<file path="config.mk">
export PLATFORM = sky130hd
export DESIGN_NAME = instr_word_packer
export DESIGN_NICKNAME = d
export VERILOG_FILES = /design/src/rtl/instr_word_packer.sv
export SDC_FILE = /design/constraint.sdc
export NUM_CORES = 1
export LEC_CHECK = 0
export BUFFER_PORTS_ARGS = -buffer_cell sky130_fd_sc_hd__buf_2
export CAP_MARGIN = 20
export CORE_ASPECT_RATIO = 0.75
export CORE_MARGIN = 5
export CORE_UTILIZATION = 28
export CTS_BUF_LIST = sky130_fd_sc_hd__clkbuf_8
export DETAILED_ROUTE_END_ITERATION = 8
export PLACE_DENSITY_LB_ADDON = 0.3
export SLEW_MARGIN = 0
export SYNTH_ARGS = -nofsm -noshare
export SYNTH_HDL_FRONTEND = slang
export SYNTH_SLANG_ARGS = --single-unit
</file>
<file path="constraint.sdc">
create_clock -name clk -period 3 [get_ports clk]
set_clock_uncertainty 0.15 [all_clocks]
set_input_delay 0.45 -clock clk [delete_from_list [all_inputs] [get_ports clk]]
set_output_delay 0.45 -clock clk [all_outputs]
set_load 0.005 [all_outputs]
</file>
<file path="src/rtl/instr_word_packer.sv">
// -----------------------------------------------------------------------------
// instr_word_packer
//
// Packs MIPS32 instruction fields (R, I or J format) into 32-bit words.
// The words are buffered in a small FIFO and streamed to an instruction-memory
// write port at consecutive word addresses. The program loader / test harness
// uses it to fill IMEM before the core runs.
//
// Parameters
//   DEPTH      FIFO entries (power of two, >= 2)
//   BASE_ADDR  first byte address written after reset/flush (word aligned)
//
// Ports
//   clk       in   single clock, all state on rising edge
//   reset     in   asynchronous active-high clear of all state
//   flush     in   synchronous clear of FIFO, address counter and err
//   in_valid  in   field bundle valid
//   in_ready  out  bundle can be accepted (registered, FIFO not full)
//   fmt       in   00=R, 01=I, 10=J, 11=illegal
//   opcode    in   word[31:26]
//   rs, rt    in   R/I word[25:21], word[20:16]
//   rd, shamt in   R word[15:11], word[10:6]
//   funct     in   R word[5:0]
//   imm       in   I word[15:0]
//   target    in   J word[25:0]
//   wr_en     out  head word valid toward IMEM
//   wr_ready  in   IMEM accepts the head word this cycle
//   wr_addr   out  byte address of head word
//   wr_data   out  packed head word (zero while FIFO empty)
//   count     out  FIFO occupancy
//   err       out  sticky flag: illegal fmt was received
// -----------------------------------------------------------------------------
module instr_word_packer #(
  parameter int          DEPTH     = 4,
  parameter logic [31:0] BASE_ADDR = 32'h0000_0000
) (
  input  logic                     clk,
  input  logic                     reset,
  input  logic                     flush,
  input  logic                     in_valid,
  output logic                     in_ready,
  input  logic [1:0]               fmt,
  input  logic [5:0]               opcode,
  input  logic [4:0]               rs,
  input  logic [4:0]               rt,
  input  logic [4:0]               rd,
  input  logic [4:0]               shamt,
  input  logic [5:0]               funct,
  input  logic [15:0]              imm,
  input  logic [25:0]              target,
  output logic                     wr_en,
  input  logic                     wr_ready,
  output logic [31:0]              wr_addr,
  output logic [31:0]              wr_data,
  output logic [$clog2(DEPTH):0]   count,
  output logic                     err
);

  localparam int PW = $clog2(DEPTH);
  localparam int CW = PW + 1;
  localparam logic [CW-1:0] FULL = CW'(DEPTH);

  logic [31:0]   mem [DEPTH];
  logic [PW-1:0] wr_ptr;
  logic [PW-1:0] rd_ptr;
  logic [CW-1:0] count_q;
  logic [CW-1:0] count_next;
  logic [31:0]   addr_q;
  logic          err_q;
  logic          ready_q;
  logic          accept;
  logic          push;
  logic          pop;
  logic [31:0]   packed_word;

  // Assemble the instruction word; fields unused by the format are ignored.
  always_comb begin
    packed_word = 32'h0;
    case (fmt)
      2'b00:   packed_word = {opcode, rs, rt, rd, shamt, funct};
      2'b01:   packed_word = {opcode, rs, rt, imm};
      2'b10:   packed_word = {opcode, target};
      default: packed_word = 32'h0;
    endcase
  end

  // An illegal bundle still completes its handshake but is never stored.
  assign accept = in_valid && ready_q;
  assign push   = accept && (fmt != 2'b11);
  assign pop    = (count_q != '0) && wr_ready;

  always_comb begin
    count_next = count_q;
    case ({push, pop})
      2'b10:   count_next = count_q + CW'(1);
      2'b01:   count_next = count_q - CW'(1);
      default: count_next = count_q;
    endcase
  end

  // Control state. in_ready is registered from the next occupancy so that a
  // full FIFO refuses input even in a cycle where a pop happens.
  always_ff @(posedge clk or posedge reset) begin
    if (reset) begin
      wr_ptr  <= '0;
      rd_ptr  <= '0;
      count_q <= '0;
      addr_q  <= BASE_ADDR;
      err_q   <= 1'b0;
      ready_q <= 1'b1;
    end else if (flush) begin
      wr_ptr  <= '0;
      rd_ptr  <= '0;
      count_q <= '0;
      addr_q  <= BASE_ADDR;
      err_q   <= 1'b0;
      ready_q <= 1'b1;
    end else begin
      if (push) begin
        wr_ptr <= wr_ptr + PW'(1);
      end
      if (pop) begin
        rd_ptr <= rd_ptr + PW'(1);
        addr_q <= addr_q + 32'd4;
      end
      if (accept && (fmt == 2'b11)) begin
        err_q <= 1'b1;
      end
      count_q <= count_next;
      ready_q <= (count_next != FULL);
    end
  end

  // Storage needs no reset: entries are only observed through the pointers.
  always_ff @(posedge clk) begin
    if (push && !flush && !reset) begin
      mem[wr_ptr] <= packed_word;
    end
  end

  assign in_ready = ready_q;
  assign wr_en    = (count_q != '0);
  assign wr_addr  = addr_q;
  assign wr_data  = wr_en ? mem[rd_ptr] : 32'h0;
  assign count    = count_q;
  assign err      = err_q;

endmodule

</file>
; ---- Word level (Yosys, flattened, before mapping)
; Memories as Yosys holds them, arrays and structs flattened.
; Index checks and enable logic that the tools add are counted.
[totals]
out_inout_bits = 70
in_bits = 81
memories = 1
ram_bits = 128
regBits = 41
[mem_list]
columns = memory, depth, width, read_ports, rd_clocked_by_memory_dff, wr, line_no
row1 = mem, 4, 32, 1, 0, 1, 63  ; logic [31:0] mem [DEPTH];
[op_classes]
n_addsub = 5
reduce_logical = 13
n_mux = 15
n_eq_ne = 7
[op_table]
columns = operator, n
row1 = $mux W32, 3
row2 = $pmux W32 S3, 1
row3 = $add A32 B3 Y32 const B, 1
row4 = $mux W2, 4
row5 = $eq A2 B2 Y1 const B, 3
row6 = $logic_and A1 B1 Y1, 6
row7 = $pmux W3 S2, 1
row8 = $reduce_bool A2 Y1, 3
row9 = $mux W1, 5
row10 = $add A2 B1 Y2 const B, 2
row11 = $eq A2 B1 Y1 const B, 2
row12 = $add A3 B1 Y3 const B, 1
row13 = $mux W3, 1
row14 = $ne A3 B3 Y1 const B, 1
row15 = $reduce_bool A3 Y1, 1
row16 = $sub A3 B1 Y3 const B, 1
row17 = $logic_not A1 Y1, 2
row18 = $logic_not A2 Y1, 1
row19 = $ne A2 B2 Y1 const B, 1

; ---- Longest topological paths before layout
[depth]
depth_word = 6
mapped_depth = 10
depth_no_buf = 9

; ---- Least setup slack after synthesis
; Ideal clock, no wire load.
[synth_timing]
kind = input to register
startpoint = input port fmt[1]
endpoint = register ready_q (netlist: in_ready)
n_path_buf = 1
required_ps = 2768
t_arrival_ps = 2474
slack_ps = 294
setup_time_ps = 82
stages = 10
path_cell_list = buf_1 > nand2_1 > nand3_1 > ha_1 > inv_1 > fa_1 > xor2_1 > or3_1 > a21oi_1 > nand2_1
[synth_via]
elab_chain_len = 6
elab_cells_between_ends = 7
cone_classes = 4 x eq/ne / 2 x mux / 1 x reduce/logical
[synth_lines]
columns = element, line_no
row1 = start: declaration, 42  ; input logic [1:0] fmt,
row2 = $ne A2 B2 Y1 *, 89  ; assign push = accept && (fmt != 2'b11);
row3 = $logic_and A1 B1 Y1 *, 89
row4 = $eq A2 B1 Y1 or $eq A2 B2 Y1 (tied branches), 94  ; case ({push, pop})
row5 = $pmux W3 S2 *, 94
row6 = $ne A3 B3 Y1 *, 130  ; ready_q <= (count_next != FULL);
row7 = $mux W1 *, 111  ; end else if (flush) begin
row8 = end signal: assignment, 130
row9 = end: declaration, 70  ; logic ready_q;
; Every way passes the cells marked *; elsewhere a longest branch is shown, timed or not.
; A chain may end at the register's enable or synchronous reset.

; ---- Worst setup path after layout
[layout_timing]
startpoint = register rd_ptr[0]
endpoint = output port wr_data[11]
[layout_via]
elab_chain_len = 2
[layout_lines]
columns = element, line_no
row1 = start: declaration, 65  ; logic [PW-1:0] rd_ptr;
row2 = start signal: assignment, 123  ; rd_ptr <= rd_ptr + PW'(1);
row3 = $mem_v2 Z4 W32, -
row4 = $mux W32, 144  ; assign wr_data = wr_en ? mem[rd_ptr] : 32'h0;
row5 = end: declaration, 54  ; output logic [31:0] wr_data,
; No other way between the ends.

==> out/qor.yml <==
synthesis:
  synth_area_leader_cell: "edfxtp_1"
  ys_types: 43
  synthTopCellsByCount: "edfxtp_1, and2_1, nand2_1"
  netlist.area_leader.share: 0.515
  async_flop_share: 0.234
  synth_most_common_cell: "edfxtp_1"
  yosys-top-cells-area: "edfxtp_1, dfrtp_1, mux4_2"
  postSynthCellCount: 526
  synth.yosys.warnings: 0
  synth_ff_type: "edfxtp_1"
  netlist_area_sq_um: 7470
  syn_area_per_cell_sq_um: 14.2
  synth_seq_cells: 167
  synth_edf_count: 128
  synth-seq-area-share: 0.646
clock_network:
  cts_tree: "yes"
  path_clk_slew_ps: 90
  numCtsBuffers: 17
  postCtsSetupBuffers: 0
  clock_sinks: 167
  cts_resized: 0
  hold_buffers: 1
  clock_latency_ps: 440
  cts_root_buf: "clkbuf_8"
  clockBufferDepth: 2
  h-tree-depth: 4
cells_and_area:
  nets: 770
  fin_area_sq_um: 9110
  drive_gt1_frac: 0.357
  fin_util: 0.349
  diodes: 0
  final_cells: 1039
  area_growth_syn_to_layout_pct: 22.0
power:
  power_leakage_nw: 3.48
  switchingPower_mw: 1.78
  power.share.clock: 0.285
  switching_share: 0.300
  cellPowerDensity_nw_per_um2: 650
  finalPower_mw: 5.92
  intPower_mw: 4.14
  comb_power_share: 0.266
  seq_power_share: 0.449
  peakVddDrop_v: 0.000302
critical_path:
  path_max_fanout: 32
  r2r-start: "wr_addr[2]"
  critical_path_class: "reg2out"
  crit_arrival_ps: 2040
  startpoint_type: "flip-flop"
  critical_path.reg2reg.endpoint: "wr_addr[28]"
  end_kind: "primary output"
  crit_required_ps: 2400
  r2r_setup_slack_ps: 560
  rr_worst_depth: 5
timing:
  clock.fmax_mhz: 379
  hold_ws_ps: 212
  setup_tns_ps: 0
  setup_viol: 0
  finalHoldViolCount: 0
  slew_violations: 0
  fin_crit_ps: 2640
  worst_pin_slew_ps: 631
  fin_crit_sh: 0.879
  setup_ws_ps: 362
  max_slew_margin: 0.575
  rsz0062_at_grt: "false"
drt:
  wire_per_inst_microns: 17.4
  drt_iter0_markers: 299
  vias_per_cell: 4.61
  firstDrtPassIters: 4
  wl_microns: 18100
  drtAntennaViolNets: 0
  drc: 0
  vias: 4787
hold_path:
  hold_start: "in_valid"
  hold_depth: 3
  worstHoldPathType: "in2reg"
  min_to: "err"
place:
  dp_cells: 1005
  place_congestion: 0.720
  placed_area_sq_um: 8680
  port_buffers: 148
  hpwl_microns: 12500
  place_ws_ps: 462
floorplanning:
  die-area_sq_um: 30100
  ios: 151
  rows: 51
  die_width_microns: 199
  coreArea_sq_um: 26100
  start_util: 0.286
  die_y_microns: 151
flow_run:
  cap_violations: 0
global_routing:
  track_usage: 0.121
  grt_pass1_wl_microns: 27700
  grt_max_degree: 34
  antenna_found_initial: 2
  grt_pass1_vias: 4776
  grt_remaining_overflow: 0
outcome:
  outcome: "finished clean"
==> cell families after synthesis <==
kind of cell / share of synthesized area
AO/OA/AOI/OAI: 0.0561
adder cells (fa/ha/maj): 0.0127
multiplexers: 0.122
AND/OR/NAND/NOR: 0.117
buffers and inverters: 0.0305
XOR/XNOR: 0.0153
flip-flops: 0.646
other: 0.000502
==> cell type report <==
cell class,count,area [sq um]
timing repair buffer,170,935
sequential,167,4820
multi-input combinational,305,2430
inverter,21,78.8
tap,344,430
clock inverter,15,183
fill,2563,17000
clock buffer,17,234
==> power by group through the flow <==
stage / registers (mW) / logic [mW] / clock network, mW
6_report: 2.66 / 1.57 / 1.69
5_1_grt: 2.67 / 1.77 / 1.84
4_1_cts: 2.66 / 1.64 / 1.75
3_5_place_dp: 2.71 / 1.64 / 0
3_3_place_gp: 2.70 / 1.63 / 0
2_1_floorplan: 2.68 / 0.968 / 0
==> state kept, by name, summed over array words and instances, names as in the netlist <==
name	cells
err	1
wr_addr	30
in_ready	1
count	3
wr_ptr	2
rd_ptr	2
mem	128
==> placed cells by master, fill, tap and decap left out, types with 6 or more instances in the layout <==
cell and instances:
buf_2 148, xnor2_1 8, clkbuf_8 17, mux4_2 32, or3_1 6, dfrtp_1 36
and2_1 39, o21ai_0 34, ha_1 6, a21oi_1 21, inv_8 8, buf_4 17
nor3_1 6, nor2_1 19, nand3_1 10, mux2i_1 17, nand2_1 39, o31ai_1 10
inv_1 20, edfxtp_1 128, or4_1 14
==> how the worst max path moves through the flow <==
| stage | from | to | slack [ps] | depth (start not counted) |
|---|---|---|---|---|
| after floorplan | fmt[1] | in_ready | 290 | 10 |
| after global placement | fmt[0] | in_ready | 500 | 10 |
| after detailed placement | fmt[0] | in_ready | 460 | 10 |
| after CTS | rd_ptr[0] | wr_data[11] | 300 | 4 |
| after global routing | rd_ptr[0] | wr_data[11] | 210 | 4 |
| final | rd_ptr[0] | wr_data[11] | 360 | 4 |
==> per-layer routing <==
metal | up-vias | part of all wire | track usage
met4 | 4 | 0.0098 | 0.0287
met1 | 2388 | 0.48 | 0.179
met3 | 14 | 0.053 | 0.0274
met2 | 103 | 0.45 | 0.181
met5 | - | 0.0012 | 0
li1 | 2278 | - | -
==> worst max-delay path: stages (launching register included) <==
cell and delay (ps):
dfrtp_2 410, buf_12 290, mux4_2 590, and2_1 190, buf_2 120
No activity file was read; power rests on OpenSTA's default activity.
